===== src/rtl/traffic_phase_ctrl.sv =====
// Two-road intersection phase sequencer: fixed base plan with a per-phase
// down-timer, pedestrian early cut of main green and an emergency all-red hold.
module traffic_phase_ctrl #(
    parameter int MG      = 40,
    parameter int MY      = 5,
    parameter int AR      = 2,
    parameter int SG      = 26,
    parameter int SY      = 5,
    parameter int PED_CUT = 9
) (
    input  logic       clk1,
    input  logic       rst,
    input  logic       ped_req,
    input  logic       emerg,
    output logic [2:0] main_lamp,
    output logic [2:0] side_lamp,
    output logic       ped_walk,
    output logic [6:0] remain,
    output logic [2:0] phase,
    output logic       cycle_done
);

    typedef enum logic [2:0] {
        MAIN_GREEN  = 3'd0,
        MAIN_YELLOW = 3'd1,
        ALL_RED_1   = 3'd2,
        SIDE_GREEN  = 3'd3,
        SIDE_YELLOW = 3'd4,
        ALL_RED_2   = 3'd5,
        EMERG       = 3'd6
    } phase_t;

    // Timer reload values are duration-1 so remain==0 marks the last cycle.
    localparam logic [6:0] MG_LD = 7'(MG - 1);
    localparam logic [6:0] MY_LD = 7'(MY - 1);
    localparam logic [6:0] AR_LD = 7'(AR - 1);
    localparam logic [6:0] SG_LD = 7'(SG - 1);
    localparam logic [6:0] SY_LD = 7'(SY - 1);
    localparam logic [6:0] CUT   = 7'(PED_CUT);

    localparam logic [2:0] LAMP_R = 3'b100;
    localparam logic [2:0] LAMP_Y = 3'b010;
    localparam logic [2:0] LAMP_G = 3'b001;

    phase_t     state_q, state_d;
    logic [6:0] remain_q, remain_d;
    logic       ped_q, ped_d;
    logic       last;
    logic       entering_sg;

    always_ff @(posedge clk1 or posedge rst) begin
        if (rst) begin
            state_q  <= MAIN_GREEN;
            remain_q <= MG_LD;
            ped_q    <= 1'b0;
        end else begin
            state_q  <= state_d;
            remain_q <= remain_d;
            ped_q    <= ped_d;
        end
    end

    assign last = (remain_q == 7'd0);

    // Emergency overrides everything; otherwise the timer advances the plan.
    always_comb begin
        state_d  = state_q;
        remain_d = remain_q - 7'd1;
        if (emerg) begin
            state_d  = EMERG;
            remain_d = 7'd0;
        end else begin
            case (state_q)
                MAIN_GREEN: begin
                    if (last) begin
                        state_d  = MAIN_YELLOW;
                        remain_d = MY_LD;
                    end else if (ped_q && (remain_q > CUT)) begin
                        remain_d = CUT;
                    end
                end
                MAIN_YELLOW: begin
                    if (last) begin
                        state_d  = ALL_RED_1;
                        remain_d = AR_LD;
                    end
                end
                ALL_RED_1: begin
                    if (last) begin
                        state_d  = SIDE_GREEN;
                        remain_d = SG_LD;
                    end
                end
                SIDE_GREEN: begin
                    if (last) begin
                        state_d  = SIDE_YELLOW;
                        remain_d = SY_LD;
                    end
                end
                SIDE_YELLOW: begin
                    if (last) begin
                        state_d  = ALL_RED_2;
                        remain_d = AR_LD;
                    end
                end
                ALL_RED_2: begin
                    if (last) begin
                        state_d  = MAIN_GREEN;
                        remain_d = MG_LD;
                    end
                end
                EMERG: begin
                    state_d  = ALL_RED_2;
                    remain_d = AR_LD;
                end
                default: begin
                    state_d  = EMERG;
                    remain_d = 7'd0;
                end
            endcase
        end
    end

    // Requests are served by the side green, so they are dropped while it is
    // running or about to start.
    assign entering_sg = (state_d == SIDE_GREEN) && (state_q != SIDE_GREEN);

    always_comb begin
        ped_d = ped_q;
        if (entering_sg)
            ped_d = 1'b0;
        else if (ped_req && (state_q != SIDE_GREEN))
            ped_d = 1'b1;
    end

    always_comb begin
        main_lamp = LAMP_R;
        side_lamp = LAMP_R;
        case (state_q)
            MAIN_GREEN:  main_lamp = LAMP_G;
            MAIN_YELLOW: main_lamp = LAMP_Y;
            SIDE_GREEN:  side_lamp = LAMP_G;
            SIDE_YELLOW: side_lamp = LAMP_Y;
            default: begin
                main_lamp = LAMP_R;
                side_lamp = LAMP_R;
            end
        endcase
    end

    assign ped_walk   = (state_q == SIDE_GREEN);
    assign remain     = remain_q;
    assign phase      = state_q;
    assign cycle_done = (state_q == ALL_RED_2) && last;

endmodule


===== config.mk =====
export PLATFORM = sky130hd
export DESIGN_NAME = traffic_phase_ctrl
export DESIGN_NICKNAME = d
export VERILOG_FILES = /design/src/rtl/traffic_phase_ctrl.sv
export SDC_FILE = /design/constraint.sdc
export NUM_CORES = 1
export LEC_CHECK = 0
export ABC_AREA = 1
export CAP_MARGIN = 30
export CORE_MARGIN = 3
export CORE_UTILIZATION = 31
export DETAILED_ROUTE_END_ITERATION = 12
export SLEW_MARGIN = 10
export SYNTH_ARGS = -nofsm -noshare
export SYNTH_HDL_FRONTEND = slang
export SYNTH_SLANG_ARGS = --single-unit

===== constraint.sdc =====
create_clock -name clk1 -period 1.38 [get_ports clk1]
set_input_delay 0.276 -clock clk1 [delete_from_list [all_inputs] [get_ports clk1]]
set_output_delay 0.276 -clock clk1 [all_outputs]
set_load 0.02 [all_outputs]

==> results.md <==
* Yosys top cell area share at 0.201
* Crit path DAT at 1.36 ns
* Die span in x at 59.0 um
* Worst-path clk slew at 0.09 ns
* Cell Area, Synth at 872 um^2
* Ys Warns at 0
* Synth area leaders: dfrtp_1 (20%), nand2_1 (14%), dfstp_2 (12%)
* Vias in the first global route at 1138
* Total CTS buffers at 3
* Slowest CP cell: dfstp_2
* Die Y at 59.0 um
* Syn Inst Count at 121
* Met1 WL at 1410 um
* Relative slew slack at 0.679
* Area leader, netlist: dfrtp_1
* Final ANT Viol Nets at 0
* Post-Route WL at 3600 um
* RSZ-0062 raised after global routing: yes
* Setup-failing EPs final at 18
* Async SR Flop Fraction at 1.00
* R2R cell count at 10
* Reg-to-reg endpoint: remain[3]
* Total GRT Usage at 0.196
* Final worst path period share at 1.19
* Slew Limit Fails at 0
* CP required at 1.10 ns
* Post-cts hold buffer count at 0
* Worst setup EP type: output pin
* Starting Density at 0.340
* Crit path kind: reg2out
* Commonest non-fill, non-tap cell in the layout: buf_4
* Setup_tns at -2.33 ns
* Layout Nets at 208
* Crit Path Max Fanout at 2
* Type of origin of the critical path: flip-flop
* Placed cell area at 1460 um^2
* CP startpoint: remain[1]
* Diodes inserted at 0
* Max-cap violations at 0
* Syn Area/Cell at 7.21 um^2
* Layout cells sized above 1 at 0.690
* Final Hold Vio Count at 0
* Initial DRC count at 64
* TritonCTS clock tree: done
* Via Count at 1147
* CTS root buf: clkbuf_4
* # clock sinks at 11
* Fmax at 610 MHz
* Cell Rows at 18
* Most frequent cells in the layout: buf_4 (49), nand2_1 (19), buf_6 (18)
* Crit-path most repeated cell: inv_2
* Mapped Nets at 128
* Initial antenna violation count at 0
* R2R Setup Slk at -0.18 ns
* Power per cell area at 2880 nW/um^2
* Setup Skew at 0.00542 ns
* Failing checks: negative setup slack
* Clk buf depth at 2
* Routed met2 length at 1930 um
* Post-DP HPWL at 2210 um
* Crit path time final at 1.64 ns
* Tot Pwr at 5050 uW
* I/O pin total at 22
* Status: finished, violations left
* First-pass DRT Iterations at 4
* Flops & latches, synth at 11
* Via density at 4.99
* CP Cell Sequence: inv_2 > ha_4 > inv_2 > nor2_4 > nand3_4 > nor3_4 > buf_6
* Final WS setup at -0.259 ns
* Top Metal Used: met4
* Design area at 1750 um^2
* Area Overhead vs Synth at 101%
* Tightest Hold Check Type: in2async
* Slew @ Worst Pin at 0.481 ns
* Total die area at 3490 um^2
* RePlAce Congestion at 0.854
* Lkg Pwr at 0.000865 uW
* Most used flip-flop cell after synthesis: dfrtp_1
* Placed Cells at 209
* WHS at 0.299 ns
* Core Area at 2570 um^2
* Routed length on met3 at 144 um
* Htree depth at 1
* Slowest cell delay on critical path at 0.55 ns
* Wire length of the first global-routing pass at 5130 um
* Final Instance Count excl. Fillers at 230
* Peak VDD IR at 1880 uV
* Total grt overflow at 0
* Number of flops mapped to enable cells by yosys at 0
* Worst skew pair latency at 0.28 ns
* Synth cell types at 26
* Pin count of the biggest net entering global routing at 12
* Sequential area share after synthesis at 0.321
* Worst R2R Start: remain[1]
* # DRC at 0
* I/O Buffers at 21
* DR WL/cell at 15.7 um
how the worst max path moves through the flow:
stage | to | slack, ns | cells past startpoint
after floorplan | ped_q | -0.04 | 8
after global routing | cycle_done | -0.29 | 7
after CTS | cycle_done | -0.26 | 7
after global placement | cycle_done | -0.44 | 7
after detailed placement | cycle_done | -0.46 | 7
final | cycle_done | -0.26 | 7
flip-flops by register name (all words and copies together), names as in the netlist:
signal / cells
phase: 3
ped_q: 1
remain: 7
cell usage after synthesis (3+ instances only):
cell type	number
nand2_1	32
inv_1	20
nor2_1	11
a21oi_1	8
dfrtp_1	7
nand3_1	7
o21ai_0	6
dfstp_2	4
ha_1	3
nor2_4	3
routing by layer:
layer,GRT usage,vias to the layer above
met4,0.0777,0
li1,-,550
met3,0.0196,10
met2,0.375,35
met5,0,-
met1,0.219,552
cell families after synthesis:
| family | after synthesis | synth area share |
|---|---|---|
| AOI/OAI and AO/OA | 17 | 0.115 |
| xor gates and xnor gates | 1 | 0.0100 |
| adders and majority gates | 3 | 0.0430 |
| buffers and inverters | 24 | 0.121 |
| DFF | 11 | 0.321 |
| and+or+nand+nor | 65 | 0.390 |
critical path: cells and delay by family (launching register included):
family | cells | cell delay [ns]
flops | 1 | 0.55
buf+inv | 3 | 0.24
fa+ha+maj | 1 | 0.15
simple gates | 3 | 0.14
through the flow:
| stage | setup slack [ns] | util |
|---|---|---|
| final | -0.259 | 0.682 |
| after global routing | -0.294 | 0.682 |
| after CTS | -0.260 | 0.641 |
| after detailed placement | -0.458 | 0.570 |
| after global placement | -0.438 | 0.570 |
| after floorplan | -0.0387 | - |
power by group:
part | internal [uW] | switching [uW]
sequential | 492 | 139
clock | 112 | 136
combinational | 1920 | 2250
total | 2520 | 2520
cell type report:
class | instances | area [um^2]
Tap cell | 30 | 37.5
Timing Repair Buffer | 77 | 636
Sequential cell | 11 | 285
Inverter | 21 | 86.3
Clock buffer | 4 | 26.3
Multi-Input combinational cell | 87 | 681
Fill cell | 210 | 816
timing repair:
item,4_1_cts,5_1_grt
hold endpoints to repair,0,0
gates cloned,1,0
buffers inserted,11,9
endpoints found under the setup margin,28,26
pin swaps,15,20
gates resized for setup,109,31
Power figures use the tool's default switching activity.
